[config.mk]
export PLATFORM = sky130hd
export DESIGN_NAME = cw_encoder_ctrl
export DESIGN_NICKNAME = d
export VERILOG_FILES = /design/src/rtl/cw_pkg.sv /design/src/rtl/cw_out_fifo.sv /design/src/rtl/cw_encoder_ctrl.sv
export SDC_FILE = /design/constraint.sdc
export NUM_CORES = 1
export LEC_CHECK = 0
export BUFFER_PORTS_ARGS = -buffer_cell sky130_fd_sc_hd__buf_2
export CAP_MARGIN = 20
export CORE_MARGIN = 2
export CORE_UTILIZATION = 59
export DETAILED_ROUTE_END_ITERATION = 12
export PLACE_DENSITY = 0.79
export REMOVE_ABC_BUFFERS = 1
export SYNTH_ARGS = -nofsm -noshare
export SYNTH_HDL_FRONTEND = slang
export SYNTH_SLANG_ARGS = --single-unit
[constraint.sdc]
create_clock -name clk -period 3 [get_ports clk]
set_clock_uncertainty 0.1 [all_clocks]
set_input_delay 0.3 -clock clk [delete_from_list [all_inputs] [get_ports clk]]
set_output_delay 0.3 -clock clk [all_outputs]
set_load 0.02 [all_outputs]
[src/rtl/cw_pkg.sv]
// cw_pkg: shared constants and controller state type for the constant-weight encoder wrapper
package cw_pkg;

    localparam int CW_W      = 16;
    localparam int CW_T      = 9;
    localparam int CW_N_INIT = 65536;

    typedef enum logic [2:0] {
        IDLE,
        START,
        RUN,
        DRAIN,
        RECOVER
    } ctrl_state_e;

endpackage

[src/rtl/cw_out_fifo.sv]
// cw_out_fifo: synchronous FIFO buffering tagged codeword words toward the output stream
module cw_out_fifo #(
    parameter int WIDTH = 17,
    parameter int DEPTH = 9
) (
    input  logic             clk,
    input  logic             rst_b,
    input  logic             flush_i,
    input  logic             push_i,
    input  logic [WIDTH-1:0] wdata_i,
    input  logic             pop_i,
    output logic [WIDTH-1:0] rdata_o,
    output logic             full_o,
    output logic             empty_o
);

    localparam int AW    = DEPTH > 1 ? $clog2(DEPTH) : 1;
    localparam int CNT_W = $clog2(DEPTH + 1);

    logic [WIDTH-1:0] mem_q [DEPTH];
    logic [AW-1:0]    wr_q, rd_q;
    logic [CNT_W-1:0] cnt_q;
    logic             do_push, do_pop;

    function automatic logic [AW-1:0] inc(input logic [AW-1:0] p);
        return p == AW'(DEPTH - 1) ? '0 : p + 1'b1;
    endfunction

    assign empty_o = cnt_q == '0;
    assign full_o  = cnt_q == CNT_W'(DEPTH);
    assign do_pop  = pop_i && !empty_o && !flush_i;
    // A pop in the same cycle frees the slot, so a push into a full FIFO still lands.
    assign do_push = push_i && !flush_i && (!full_o || do_pop);
    assign rdata_o = mem_q[rd_q];

    // Storage array, written only on an accepted push
    always_ff @(posedge clk) begin
        if (do_push) mem_q[wr_q] <= wdata_i;
    end

    // Pointer and occupancy tracking with a synchronous flush
    always_ff @(posedge clk or negedge rst_b) begin
        if (!rst_b) begin
            wr_q  <= '0;
            rd_q  <= '0;
            cnt_q <= '0;
        end else if (flush_i) begin
            wr_q  <= '0;
            rd_q  <= '0;
            cnt_q <= '0;
        end else begin
            wr_q  <= do_push ? inc(wr_q) : wr_q;
            rd_q  <= do_pop ? inc(rd_q) : rd_q;
            cnt_q <= cnt_q + CNT_W'(do_push) - CNT_W'(do_pop);
        end
    end

endmodule

[src/rtl/cw_encoder_ctrl.sv]
// cw_encoder_ctrl: feeds a message bit-serially into the encoder, collects its codeword words and supervises hangs
module cw_encoder_ctrl
    import cw_pkg::*;
#(
    parameter int MSG_W   = 64,
    parameter int CW_W    = cw_pkg::CW_W,
    parameter int MAX_CW  = cw_pkg::CW_T,
    parameter int TIMEOUT = 4096
) (
    input  logic             clk,
    input  logic             rst_b,
    input  logic             msg_valid,
    input  logic [MSG_W-1:0] msg_data,
    output logic             msg_ready,
    output logic             enc_rst_b,
    output logic             enc_start,
    output logic             enc_bin_msg,
    output logic             enc_fifoempty,
    input  logic             enc_readfifo,
    input  logic [CW_W-1:0]  enc_cw_word,
    input  logic             enc_ready,
    input  logic             enc_done,
    output logic             cw_valid,
    output logic [CW_W-1:0]  cw_data,
    output logic             cw_last,
    input  logic             cw_ready,
    output logic             busy,
    output logic             pad_used,
    output logic             err_timeout,
    output logic             err_overflow
);

    localparam int BC_W = $clog2(MSG_W + 1);
    localparam int TO_W = $clog2(TIMEOUT + 1);

    ctrl_state_e      state_q;
    logic [MSG_W-1:0] shreg_q;
    logic [BC_W-1:0]  bitcnt_q;
    logic [TO_W-1:0]  to_q;
    logic             msg_ready_q, enc_rst_b_q, enc_start_q, enc_bin_msg_q, rec_q;
    logic             pad_used_q, err_timeout_q, err_overflow_q;
    logic [CW_W-1:0]  stage_q;
    logic             stage_v_q, pend_q;
    logic             run, accept, timeout, pad, cap, push, push_last, pop, orphan_done;
    logic             fifo_full, fifo_empty;
    logic [CW_W:0]    fifo_rdata;

    assign run         = state_q == RUN;
    assign accept      = msg_valid && msg_ready;
    assign timeout     = run && !enc_done && to_q == TO_W'(TIMEOUT - 1);
    assign pad         = bitcnt_q == BC_W'(MSG_W);
    assign cap         = run && enc_ready;
    // The staged word is released by the next ready/done; a ready+done pair leaves a pending last push.
    assign push        = pend_q || (run && stage_v_q && (enc_ready || enc_done));
    assign push_last   = pend_q || (enc_done && !enc_ready);
    assign orphan_done = run && enc_done && !enc_ready && !stage_v_q;
    assign pop         = cw_valid && cw_ready;

    assign msg_ready     = msg_ready_q && fifo_empty && !stage_v_q;
    assign enc_rst_b     = enc_rst_b_q;
    assign enc_start     = enc_start_q;
    assign enc_bin_msg   = enc_bin_msg_q;
    assign enc_fifoempty = !run;
    assign busy          = state_q != IDLE;
    assign pad_used      = pad_used_q;
    assign err_timeout   = err_timeout_q;
    assign err_overflow  = err_overflow_q;
    assign cw_valid      = !fifo_empty;
    assign {cw_last, cw_data} = fifo_empty ? '0 : fifo_rdata;

    // Sequencing: accept, one-cycle start pulse, supervised run, drain, and two-cycle encoder reset on hang
    always_ff @(posedge clk or negedge rst_b) begin
        if (!rst_b) begin
            state_q     <= IDLE;
            msg_ready_q <= 1'b0;
            enc_rst_b_q <= 1'b0;
            enc_start_q <= 1'b0;
            rec_q       <= 1'b0;
            to_q        <= '0;
        end else begin
            enc_start_q <= 1'b0;
            case (state_q)
                IDLE: begin
                    enc_rst_b_q <= 1'b1;
                    msg_ready_q <= !accept;
                    if (accept) begin
                        state_q     <= START;
                        enc_start_q <= 1'b1;
                    end
                end
                START: begin
                    to_q    <= '0;
                    state_q <= RUN;
                end
                RUN: begin
                    to_q <= to_q + 1'b1;
                    if (enc_done) begin
                        state_q <= DRAIN;
                    end else if (timeout) begin
                        state_q     <= RECOVER;
                        enc_rst_b_q <= 1'b0;
                        rec_q       <= 1'b0;
                    end
                end
                DRAIN: begin
                    if (fifo_empty && !stage_v_q && !pend_q) begin
                        state_q     <= IDLE;
                        msg_ready_q <= 1'b1;
                    end
                end
                RECOVER: begin
                    rec_q <= 1'b1;
                    if (rec_q) begin
                        state_q     <= IDLE;
                        enc_rst_b_q <= 1'b1;
                        msg_ready_q <= 1'b1;
                    end
                end
                default: state_q <= IDLE;
            endcase
        end
    end

    // Serialiser: load on accept, shift MSB-first on each encoder pop, deliver zeros once the message is used up
    always_ff @(posedge clk or negedge rst_b) begin
        if (!rst_b) begin
            shreg_q       <= '0;
            bitcnt_q      <= '0;
            enc_bin_msg_q <= 1'b0;
            pad_used_q    <= 1'b0;
        end else if (accept) begin
            shreg_q    <= msg_data;
            bitcnt_q   <= '0;
            pad_used_q <= 1'b0;
        end else if (run && enc_readfifo) begin
            enc_bin_msg_q <= pad ? 1'b0 : shreg_q[MSG_W-1];
            shreg_q       <= shreg_q << 1;
            bitcnt_q      <= pad ? bitcnt_q : bitcnt_q + 1'b1;
            pad_used_q    <= pad_used_q || pad;
        end
    end

    // Capture stage and sticky error flags; a timeout discards the staged word along with the FIFO
    always_ff @(posedge clk or negedge rst_b) begin
        if (!rst_b) begin
            stage_q        <= '0;
            stage_v_q      <= 1'b0;
            pend_q         <= 1'b0;
            err_timeout_q  <= 1'b0;
            err_overflow_q <= 1'b0;
        end else begin
            pend_q         <= cap && enc_done;
            stage_q        <= cap ? enc_cw_word : stage_q;
            stage_v_q      <= timeout ? 1'b0 : cap ? 1'b1 : push ? 1'b0 : stage_v_q;
            err_timeout_q  <= !accept && (err_timeout_q || timeout);
            err_overflow_q <= !accept && (err_overflow_q || orphan_done ||
                              (push && fifo_full && !pop && !timeout));
        end
    end

    cw_out_fifo #(
        .WIDTH (CW_W + 1),
        .DEPTH (MAX_CW)
    ) u_fifo (
        .clk     (clk),
        .rst_b   (rst_b),
        .flush_i (timeout),
        .push_i  (push),
        .wdata_i ({push_last, stage_q}),
        .pop_i   (pop),
        .rdata_o (fifo_rdata),
        .full_o  (fifo_full),
        .empty_o (fifo_empty)
    );

endmodule

==> results_dict.tcl <==
set metrics [dict create \
    synth_top_family_by_area "multiplexers" \
    r2r_slack_ns 0.30 \
    timing_worst_setup_path_type "reg -> out" \
    r2r_end "u_fifo.cnt_q[2]$_DFF_PN0_" \
    powerDensity_mw_per_mm2 942 \
    synth_edf_count 153 \
    hpwl_mm 14.3 \
    ctsRootBufferMaster "clkbuf_16" \
    period_needed_ns 2.85 \
    synth_compound_area_frac 0.0692 \
    grt_setup_unrepaired "false" \
    antenna_left 0 \
    antenna_cells 0 \
    synth_cell_types 63 \
    fp.dieH_um 146 \
    worstPathArrival_ns 2.45 \
    syn_area_per_cell_um2 14.1 \
    synthTopCellsByCount "153 x edfxtp_1, 125 x dfrtp_1, 85 x nand2_1, 81 x o21ai_0, 69 x mux2i_1" \
    synth_cells 838 \
    cts_sinks 278 \
    final_cells 1329 \
    setup_violations 0 \
    antenna_found_initial 0 \
    clk_pin_slew_ns 0.06 \
    worst_ep_required_time_ns 2.60 \
    slew_violations 0 \
    syn_area_mm2 0.0118 \
    status "finished, final reports clean" \
    p_leak_nw 5.68 \
    stdcell_area_mm2 0.0145 \
    synth.area.mux_share 0.138 \
    yosysMostFrequentCell "edfxtp_1" \
    fill_cells 1178 \
    synth_simple_gate_area_share 0.0908 \
    ir_drop_mv 0.538 \
    cp_slowest_cell "dfrtp_1" \
    cp_cell_sequence "nand2b_1 > buf_4 > o22ai_1 > nor3_1 > buf_2" \
    num_rows 51 \
    wl_per_cell_um 19.5 \
    grt_max_degree 85 \
    grt-ovfl-total 0 \
    nets 1147 \
    portBuffers 113 \
    min-delay-start "enc_readfifo" \
    firstDrtPassIters 5 \
    wl_mm 26.0 \
    htree_levels 1 \
    slew_headroom 0.567 \
    route.detailed.drc 0 \
    grt_pass1_wl_mm 42.0 \
    hold_path_depth 3 \
    hold_violations 0 \
    synth.largest_area_cell "edfxtp_1" \
    drtIter0Drc 573 \
    dieWidth_um 146 \
    holdPathEnd "enc_bin_msg$_DFFE_PN0P_" \
    gr-usage-all-layers 0.249 \
    ys_ff_latch 278 \
    yosysWarnings 0 \
    avgViaCountPerCell 5.81 \
    synth_area_leaders "edfxtp_1 39%, dfrtp_1 26%, mux4_2 6.5%" \
    synth_xor_area_frac 0.00592 \
    gp_congestion 0.814 \
    hold_class "in -> reg" \
    min_period_over_period 0.949 \
    worstSetupStartpointType "flip-flop" \
    synth_top_cell_area_share 0.388 \
    critical-path-max-stage-delay_ns 0.53 \
    grt_pass1_vias 8001 \
    r2r_start "to_q[2]$_DFFE_PN0P_" \
    rr_worst_depth 10 \
    whs_ns 0.0331 \
    die_area_mm2 0.0212 \
    placedCellCount 1194 \
    worstPathMaxFanout 10 \
    synth_fa_ha_area_frac 0.0175 \
    placed_area_mm2 0.0128 \
    cts_tree "done" \
    clk_latency_ns 0.53 \
    areaGrowthSynthToFinish_pct 22.7 \
    clockBufferDepth 3 \
    setup_tns_ns 0 \
    drive_gt1_frac 0.231 \
    post-cts-setup-buffers 0 \
    cts_buffers 28 \
    endpoint_kind "primary output" \
    seq_area_frac_synth 0.652 \
    ios 114 \
    tightest_slew_ns 0.644 \
    async_flop_share 0.450 \
    via_count 7727 \
    drv_cap 0 \
    core-area_mm2 0.0196 \
    synth_top_flop_cell "edfxtp_1" \
    start_util 0.604 \
    max_freq_mhz 351 \
]
==> worst max-delay path: cells and delay by family (launching register included) <==
kind                   cells  cell delay (ns)
AND/OR/NAND/NOR            2             0.77
flip-flops                 1             0.53
AO/OA/AOI/OAI              1             0.10
buffers and inverters      2             0.51
==> logic make-up (layout without fill, tap and decap cells) <==
group | count (synthesis) | count (layout)
DFF | 278 | 278
and+or+nand+nor | 211 | 211
AOI/OAI and AO/OA | 141 | 141
muxes | 119 | 119
buffers and inverters | 65 | 291
adders and majority gates | 16 | 16
xor gates and xnor gates | 8 | 8
==> per-stage QoR <==
step / power [mW] / util / setup WS (ns)
after floorplan: 8.80 / - / -5.40
after global placement: 10.0 / 0.652 / 0.267
after detailed placement: 10.2 / 0.652 / 0.198
after CTS: 13.7 / 0.741 / 0.177
after global routing: 14.4 / 0.741 / 0.0829
final: 13.7 / 0.741 / 0.152
==> layer usage <==
layer,share of wire,global-route usage,routed length (µm)
met3,0.055,0.0417,1430
met4,0.025,0.0691,654
met5,0,0,0
met2,0.51,0.430,13400
met1,0.40,0.330,10500
==> power breakdown <==
group	total [mW]	switching, mW	internal (mW)
Combinational	4.27	2.33	1.94
Clock	3.37	1.38	1.98
Sequential	6.05	0.796	5.25
Total	13.7	4.51	9.18
==> final cells by class <==
class                      count  area [µm²]  area share
clock buffer                  40         787      0.0542
tap                          265         332      0.0228
timing repair buffer         225        1700       0.117
clock inverter                10         101     0.00698
multi-input combinational    495        3820       0.263
inverter                      16        60.1     0.00414
sequential                   278        7720       0.532
==> sequential cells by signal (all words and copies together), names as in the netlist, 3 cells and up <==
signal	flops
stage_q	16
u_fifo.wr_q	4
shreg_q	64
u_fifo.mem_q	153
u_fifo.cnt_q	4
to_q	13
bitcnt_q	7
u_fifo.rd_q	4
state_q	3
==> worst max path at each step <==
stage	slack, ns	startpoint	endpoint	cells after the start
CTS	0.18	u_fifo.rd_q[3]$_DFFE_PN0P_	cw_data[3]	5
global route	0.08	u_fifo.rd_q[3]$_DFFE_PN0P_	cw_data[10]	5
global placement	0.27	enc_done	u_fifo.cnt_q[2]$_DFF_PN0_	11
detailed placement	0.20	enc_done	u_fifo.cnt_q[2]$_DFF_PN0_	11
finish	0.15	u_fifo.rd_q[3]$_DFFE_PN0P_	cw_data[3]	5
floorplan	-5.40	u_fifo.cnt_q[2]$_DFF_PN0_	shreg_q[0]$_DFFE_PN0P_	6
==> placed cells by master, fill, tap and decap left out, types with 4 or more instances in the layout <==
master and instances:
edfxtp_1 153, inv_1 14, nand2_1 85, and2_1 4
nand2b_1 4, ha_1 15, clkbuf_16 29, o21ai_0 81
mux2_2 16, buf_2 112, nor3_1 21, o31ai_1 5
o22ai_1 17, dfrtp_1 124, clkbuf_1 9, buf_4 22
nor2b_1 19, buf_12 6, a21oi_1 17, nand4_1 10
nor2_1 22, mux4_2 34, and3_1 12, mux2i_1 69
xor2_1 5, dlygate4sd3_1 85, nand3_1 10
==> repair_timing <==
action | 4_1_cts | 5_1_grt
endpoints found under the setup margin | 0 | 1
resized for setup | 0 | 1
hold buffers | 85 | 0
hold endpoints to repair | 124 | 0
(Power assumes the default switching activity.)
